--- config.mk ---
export PLATFORM = sky130hd
export DESIGN_NAME = xlr8_i2c_target
export DESIGN_NICKNAME = d
export VERILOG_FILES = /design/src/rtl/xlr8_i2c_target.sv
export SDC_FILE = /design/constraint.sdc
export NUM_CORES = 1
export LEC_CHECK = 0
export ABC_AREA = 1
export CAP_MARGIN = 15
export CORE_MARGIN = 2
export CORE_UTILIZATION = 50
export CTS_CLUSTER_SIZE = 30
export DETAILED_ROUTE_END_ITERATION = 16
export DONT_BUFFER_PORTS = 1
export GPL_ROUTABILITY_DRIVEN = 0
export PLACE_DENSITY_LB_ADDON = 0.08
export SYNTH_ARGS = -nofsm -noshare
export SYNTH_HDL_FRONTEND = slang
export SYNTH_SLANG_ARGS = --single-unit
--- constraint.sdc ---
create_clock -name Clock -period 16.5 [get_ports Clock]
set_input_delay 3.3 -clock Clock [delete_from_list [all_inputs] [get_ports Clock]]
set_output_delay 3.3 -clock Clock [all_outputs]
set_load 0.02 [all_outputs]
--- src/rtl/xlr8_i2c_target.sv ---
// I2C target with a 16 x 8-bit register file, a write-strobe side port and a
// combinational local read port; all bus sampling is oversampled on Clock.
module xlr8_i2c_target #(
    parameter logic [6:0]  I2C_ADDR = 7'h50,
    parameter int unsigned NREG     = 16
) (
    input  logic       Clock,
    input  logic       RESET,
    input  logic       scl_i,
    input  logic       sda_i,
    output logic       sda_drv_low,
    output logic       busy,
    output logic       wr_stb,
    output logic [3:0] wr_addr,
    output logic [7:0] wr_data,
    input  logic [3:0] rd_addr,
    output logic [7:0] rd_data
);

    typedef enum logic [3:0] {
        IDLE, ADDR, ADDR_ACK, PTR, PTR_ACK, WDATA, WACK, RDATA, RACK, IGNORE
    } state_e;

    state_e      state_q, state_d;
    logic [1:0]  scl_sync_q, sda_sync_q;
    logic        scl_prev_q, sda_prev_q;
    logic [2:0]  cnt_q, cnt_d;
    logic [7:0]  sr_q, sr_d;
    logic [3:0]  ptr_q, ptr_d;
    logic        phase_q, phase_d;
    logic        rw_q, rw_d;
    logic        sda_drv_q, sda_drv_d;
    logic        busy_q, busy_d;
    logic        wr_stb_q, wr_stb_d;
    logic [3:0]  wr_addr_q, wr_addr_d;
    logic [7:0]  wr_data_q, wr_data_d;
    logic [7:0]  regs_q [NREG];

    logic scl_s, sda_s, scl_rise, scl_fall, start_det, stop_det;
    logic last_bit, addr_match;
    logic [7:0] rx_byte, ptr_byte;

    assign scl_s      = scl_sync_q[1];
    assign sda_s      = sda_sync_q[1];
    assign scl_rise   =  scl_s & ~scl_prev_q;
    assign scl_fall   = ~scl_s &  scl_prev_q;
    assign start_det  = scl_s & ~sda_s &  sda_prev_q;
    assign stop_det   = scl_s &  sda_s & ~sda_prev_q;
    assign rx_byte    = {sr_q[6:0], sda_s};
    assign last_bit   = scl_rise && (cnt_q == 3'd7);
    assign addr_match = (rx_byte[7:1] == I2C_ADDR);
    assign ptr_byte   = regs_q[ptr_q];

    assign sda_drv_low = sda_drv_q;
    assign busy        = busy_q;
    assign wr_stb      = wr_stb_q;
    assign wr_addr     = wr_addr_q;
    assign wr_data     = wr_data_q;
    assign rd_data     = regs_q[rd_addr];

    always_ff @(posedge Clock or posedge RESET) begin
        if (RESET) begin
            scl_sync_q <= '1;
            sda_sync_q <= '1;
            scl_prev_q <= 1'b1;
            sda_prev_q <= 1'b1;
            state_q    <= IDLE;
            cnt_q      <= '0;
            sr_q       <= '0;
            ptr_q      <= '0;
            phase_q    <= 1'b0;
            rw_q       <= 1'b0;
            sda_drv_q  <= 1'b0;
            busy_q     <= 1'b0;
            wr_stb_q   <= 1'b0;
            wr_addr_q  <= '0;
            wr_data_q  <= '0;
            for (int unsigned i = 0; i < NREG; i++) begin
                regs_q[i[3:0]] <= '0;
            end
        end else begin
            scl_sync_q <= {scl_sync_q[0], scl_i};
            sda_sync_q <= {sda_sync_q[0], sda_i};
            scl_prev_q <= scl_sync_q[1];
            sda_prev_q <= sda_sync_q[1];
            state_q    <= state_d;
            cnt_q      <= cnt_d;
            sr_q       <= sr_d;
            ptr_q      <= ptr_d;
            phase_q    <= phase_d;
            rw_q       <= rw_d;
            sda_drv_q  <= sda_drv_d;
            busy_q     <= busy_d;
            wr_stb_q   <= wr_stb_d;
            wr_addr_q  <= wr_addr_d;
            wr_data_q  <= wr_data_d;
            if (wr_stb_d) begin
                regs_q[ptr_q] <= rx_byte;
            end
        end
    end

    // ACK states: the first SCL fall starts the 9th bit, the 9th rise sets
    // phase, and the following fall leaves the state.
    always_comb begin
        state_d = state_q;
        cnt_d   = cnt_q;
        sr_d    = sr_q;
        ptr_d   = ptr_q;
        phase_d = phase_q;
        rw_d    = rw_q;
        if (stop_det) begin
            state_d = IDLE;
        end else if (start_det) begin
            state_d = ADDR;
            cnt_d   = '0;
            phase_d = 1'b0;
        end else begin
            case (state_q)
                ADDR, PTR, WDATA: begin
                    if (scl_rise) begin
                        sr_d  = rx_byte;
                        cnt_d = cnt_q + 3'd1;
                        if (cnt_q == 3'd7) begin
                            phase_d = 1'b0;
                            if (state_q == ADDR) begin
                                rw_d    = rx_byte[0];
                                state_d = addr_match ? ADDR_ACK : IGNORE;
                            end else if (state_q == PTR) begin
                                ptr_d   = rx_byte[3:0];
                                state_d = PTR_ACK;
                            end else begin
                                ptr_d   = ptr_q + 4'd1;
                                state_d = WACK;
                            end
                        end
                    end
                end
                ADDR_ACK, PTR_ACK, WACK: begin
                    if (scl_rise) begin
                        phase_d = 1'b1;
                    end else if (scl_fall && phase_q) begin
                        cnt_d = '0;
                        if (state_q == ADDR_ACK && rw_q) begin
                            state_d = RDATA;
                            sr_d    = ptr_byte;
                        end else begin
                            state_d = (state_q == ADDR_ACK) ? PTR : WDATA;
                        end
                    end
                end
                RDATA: begin
                    if (scl_rise) begin
                        cnt_d = cnt_q + 3'd1;
                        if (cnt_q == 3'd7) begin
                            ptr_d   = ptr_q + 4'd1;
                            phase_d = 1'b0;
                            state_d = RACK;
                        end
                    end else if (scl_fall) begin
                        sr_d = {sr_q[6:0], 1'b1};
                    end
                end
                RACK: begin
                    if (scl_rise) begin
                        if (sda_s) state_d = IGNORE;
                        else       phase_d = 1'b1;
                    end else if (scl_fall && phase_q) begin
                        state_d = RDATA;
                        sr_d    = ptr_byte;
                        cnt_d   = '0;
                    end
                end
                default: ;
            endcase
        end
    end

    always_comb begin
        sda_drv_d = sda_drv_q;
        busy_d    = busy_q;
        wr_stb_d  = 1'b0;
        wr_addr_d = wr_addr_q;
        wr_data_d = wr_data_q;
        if (stop_det) begin
            sda_drv_d = 1'b0;
            busy_d    = 1'b0;
        end else if (start_det) begin
            sda_drv_d = 1'b0;
        end else begin
            case (state_q)
                ADDR: begin
                    if (last_bit && addr_match) busy_d = 1'b1;
                end
                WDATA: begin
                    if (last_bit) begin
                        wr_stb_d  = 1'b1;
                        wr_addr_d = ptr_q;
                        wr_data_d = rx_byte;
                    end
                end
                ADDR_ACK, PTR_ACK, WACK: begin
                    if (scl_fall) begin
                        if (!phase_q)                          sda_drv_d = 1'b1;
                        else if (state_q == ADDR_ACK && rw_q)  sda_drv_d = ~ptr_byte[7];
                        else                                   sda_drv_d = 1'b0;
                    end
                end
                RDATA: begin
                    if (scl_fall) sda_drv_d = ~sr_q[6];
                end
                RACK: begin
                    if (scl_fall) sda_drv_d = phase_q ? ~ptr_byte[7] : 1'b0;
                end
                default: sda_drv_d = 1'b0;
            endcase
        end
    end

endmodule
==> After elaboration in Yosys (flattened, before gate mapping) <==
Index checks and enable logic that the tools add are counted.
{ "word_totals": {"inputBits": 8, "ff_bits": 169, "out_inout_bits": 23} }
{ "classes": {"eq_ne": 42, "n_addsub": 2, "n_bitwise": 16, "reduce_logical": 26, "muxes": 71, "magnitude_cmp": 3} }
{ "op_table": {"columns": ["operator", "count"], "rows": [
  ["128-bit bitwise mux", 1],
  ["4-bit two-way mux", 19],
  ["8-bit binary-select mux with 4-bit select", 2],
  ["7-bit two-way mux", 8],
  ["8-bit two-way mux", 5],
  ["4-bit != test (second input constant)", 9],
  ["8-bit demux with 4-bit select", 1],
  ["7-bit one-hot mux with 4 select lines", 1],
  ["2-bit != test (second input constant)", 12],
  ["1-bit two-way mux", 22],
  ["3-bit two-way mux", 6],
  ["4-bit by 3-bit equality test with 1-bit output (second input constant)", 4],
  ["4-bit one-hot mux with 4 select lines", 1],
  ["3-bit by 1-bit != test with 1-bit output (second input constant)", 4],
  ["11-bit AND reduction", 1],
  ["5-bit greater-or-equal comparator (second input constant)", 2],
  ["5-bit != test (second input constant)", 2],
  ["4-bit inverter with 5-bit output", 2],
  ["3-bit != test (second input constant)", 3],
  ["9-bit AND reduction", 1],
  ["4-bit by 2-bit equality test with 1-bit output (second input constant)", 2],
  ["1-bit inverter", 8],
  ["4-bit one-hot mux with 2 select lines", 1],
  ["4-bit AND reduction", 2],
  ["other kinds (27)", 41]
]} }

==> Depth between registers and ports, before layout <==
{ "logic_depth": {"ltp_word": 11, "mapped_depth": 13} }

==> Worst setup path after synthesis <==
OpenSTA, ideal clock, no wires.
{ "synth_path": {"kind": "input to output", "start": "input rd_addr[0]", "end": "output rd_data[7]", "path_buffers": 2, "t_arrival_ns": 4.578, "slack_ns": 8.622, "cell_stages": 6, "cell_sequence": "clkbuf_1 clkbuf_1 o21ai_0 a21oi_1 o22ai_1 o21ai_0"} }
{ "synth_via": {"elab_chain_len": 4} }
{ "synth_lines": {"columns": ["item", "line_no", "rtl"], "rows": [
  ["start, declared", "16", "input logic [3:0] rd_addr,"],
  ["4-bit inverter with 5-bit output (implied by the code)", "59", "assign rd_data = regs_q[rd_addr];"],
  ["8-bit binary-select mux with 4-bit select", "59", null],
  ["8-bit two-way mux (implied by the code) (2 in series)", "59", null],
  ["end, declared", "17", "output logic [7:0] rd_data"]
]} }
Every way passes these cells. The select of a mux whose other input is x is not followed.

==> Worst setup path after layout <==
{ "layout_path": {"start": "input rd_addr[2]", "end": "output rd_data[7]"} }
Same word-level chain as after synthesis.

==> metrics <==
Post-Syn Nets=approximately 1400; Max Clk Rate=around 130 MHz; I/O pin count=31; Comb pwr share=0.312; Int Pwr=751.9 µW; drt via density=between 5 and 6; Mean Syn Cell Area=7.205 µm²; Final Max Slew Viols=0; R2R cell count=9; worst r2r dst=regs_q[83]; Skew-Pair Late Insertion Delay=440 ps; Final Non-Filler Cells=1592; Final Critical Period=between 7000 and 8000 ps; YS warnings=0; Clk pwr share=0.314; Max Cap Violations=0; ANT nets after route=0; hold_buf cts=0; iteration count of the initial detailed-routing pass=6; port bufs=0; Clock Path Buffers=2; Synth Register Bits=169; crit end category=output port; vias in the first global route=between 8000 and 9000; CP max FO=18; Synth area leaders=dfrtp_1, nand2_1, o21ai_0; Critical Path Source=rd_addr[2]; Synth Flop Type=dfrtp_1; DP Area=between 9000 and 10000 µm²; # Post-CTS Setup Buffers=0; Met2 Wirelength=12570 µm; initial antenna violation count=0; data required time of the critical path=between 10000 and 15000 ps; Startpoint Class=input port; Slew headroom=0.2540; worst ir drop on vdd=between 0.00007 and 0.00008 V; H-tree depth=4; Initial Util=0.5081; post-cts sizing count=0; Cell Area, Synth=around 9900 µm²; dpl hpwl=~18000 µm; core outline area=19400 µm²; share of cells above drive strength 1=0.09269; Die Width=between 100 and 150 µm; first-pass GRT wire length=43990 µm; setup TNS=0 ps; Post-synth ARST share=1.000; grt ovf=0; Synth top area share=0.4138; Syn-to-layout area delta=5.509%; met3 wire len=approximately 1300 µm; antenna cells=0; Layout Nets=roughly 1300; Leak=slightly below 5 nW; critical-path cell list=inv_1, nand2_1, o22ai_1, o21ai_0; Final Instance Area=10400 µm²; final core utilization=0.5361; final setup fails=0; Cells after Synth=between 1000 and 1500; r2r startpoint=scl_sync_q[1]; Total GRT Usage=0.2746; Net Sw Frac=0.3993; arrival time at the worst endpoint=4420 ps; CTS root buf=clkbuf_16; Final Hold Fails=0; slowest CP cell=o21ai_0; clock skew=roughly 18 ps; DRT met1 WL=12840 µm; Hold Path End=scl_sync_q[1]; sw power=between 400 and 500 µW; status=finished clean; register area share after synthesis=0.4298; clk slew on worst S/H paths=approximately 70 ps; Cells after DPL=1560; Setup CP Type=in2out; count of cell types in the netlist=39; hold_sp=scl_sync_q[0]; Hold Path Depth=0; RSZ-0062 raised after global routing=false; # fillers=1993; max incr delay on CP=630 ps; DIE AREA=20850 µm²; worst hold path class=reg2reg; Seq pwr share=0.374; highest metal used=met4; CTS sink count=169; Avg WL per Cell=between 15 and 20 µm; part of the cycle the worst path needs=0.4679; Detailed Route Iter0 Violations=roughly 800; DR vias=~8700; die height=around 140 µm; largest net degree at the start of global routing=~130; total CTS buffers=17; number of synthesized flops with an enable pin=0; DRT Wirelength=between 20000 and 30000 µm; Worst-Margin Slew=1118 ps; standard-cell rows=51; R2R Setup Slk=about 14000 ps; Power Density=between 100 and 150 nW/µm²; area leader, netlist=dfrtp_1; DRC=0; CTS tree=built
-- logic make-up after synthesis --
group,after synthesis,share of synthesized area
simple gates,692,0.2913
compound gates,310,0.1844
buf+inv,186,0.08188
flops,169,0.4298
fa+ha+maj,6,0.007616
mux,4,0.004062
xor+xnor,1,0.0008887
-- placed cells by master, fill, tap and decap left out, drive strengths merged, types with 4 or more instances in the layout --
master and instances:
o221ai 6, clkinv 6, buf 7, inv 109
nor2 164, o21ai 218, ha 6, clkbuf 20
nand2 457, nand3 61, nand4 7, a21oi 57
o211ai 21, mux2i 4, dfrtp 163, dfstp 6
-- critical path: cells and delay by family --
kind	cells	cell delay [ps]
compound gates	2	710
buf+inv	1	240
simple gates	1	160
-- metal layers --
| metal | vias to the layer above | track usage |
|---|---|---|
| met5 | - | 0 |
| met4 | 0 | 0.07001 |
| met3 | 28 | 0.04106 |
| met2 | 235 | 0.4467 |
| met1 | 4086 | 0.3861 |
| li1 | 4308 | - |
-- cell usage after synthesis (3+ instances only) --
cell type	number
dfrtp_1	163
o211ai_1	21
nand2_4	9
inv_2	5
nor2_1	154
nand2_1	443
nor2_2	5
clkbuf_1	49
a21oi_1	56
o21ai_2	45
inv_1	99
nor2_8	3
buf_1	6
ha_1	6
mux2i_1	4
buf_6	12
o221ai_1	6
buf_2	12
o21ai_0	122
nand2_2	5
o21ai_1	51
nand4_1	7
dfstp_2	6
nand3_1	59
-- cell type report --
class | count | area, µm² | share of cell area
Tap cell | 265 | 331.6 | 0.03188
Multi-Input combinational cell | 1013 | 4813 | 0.4628
Timing Repair Buffer | 7 | 52.55 | 0.005053
Inverter | 106 | 402.9 | 0.03874
Clock buffer | 20 | 446.7 | 0.04295
Clock inverter | 12 | 112.6 | 0.01083
Sequential cell | 169 | 4240 | 0.4077
-- how the worst max path moves through the flow --
| stage | endpoint | slack (ps) | depth (start not counted) |
|---|---|---|---|
| 6_report | rd_data[7] | 8780 | 4 |
| 5_1_grt | rd_data[7] | 8640 | 4 |
| 4_1_cts | rd_data[7] | 8760 | 4 |
| 3_5_place_dp | rd_data[7] | 8770 | 4 |
| 3_3_place_gp | rd_data[7] | 8760 | 4 |
| 2_1_floorplan | rd_data[7] | 8620 | 6 |
-- state kept, by name, summed over array words and instances (netlist names) --
| register | count |
|---|---|
| cnt_q | 3 |
| wr_addr | 4 |
| rw_q | 1 |
| ptr_q | 4 |
| phase_q | 1 |
| sda_prev_q | 1 |
| busy | 1 |
| scl_sync_q | 2 |
| sda_sync_q | 2 |
| wr_stb | 1 |
| sr_q | 7 |
| regs_q | 128 |
| wr_data | 8 |
| sda_drv_low | 1 |
| scl_prev_q | 1 |
| state_q | 4 |
-- power groups by stage --
stage / combinational, mW / clock, mW / sequential (mW)
6_report: 0.391 / 0.393 / 0.468
2_1_floorplan: 0.303 / 0 / 0.462
3_3_place_gp: 0.385 / 0 / 0.476
3_5_place_dp: 0.389 / 0 / 0.476
4_1_cts: 0.392 / 0.399 / 0.468
5_1_grt: 0.444 / 0.414 / 0.472
-- metrics by stage --
stage	total power [mW]	worst slack, ps	hold WS, ps
5_1_grt	1.330	8638	360.0
6_report	1.252	8780	356.6
4_1_cts	1.258	8761	358.6
2_1_floorplan	0.7647	8622	345.2
3_5_place_dp	0.8653	8773	347.3
3_3_place_gp	0.8608	8762	345.8
No activity file was read; power rests on OpenSTA's default activity.
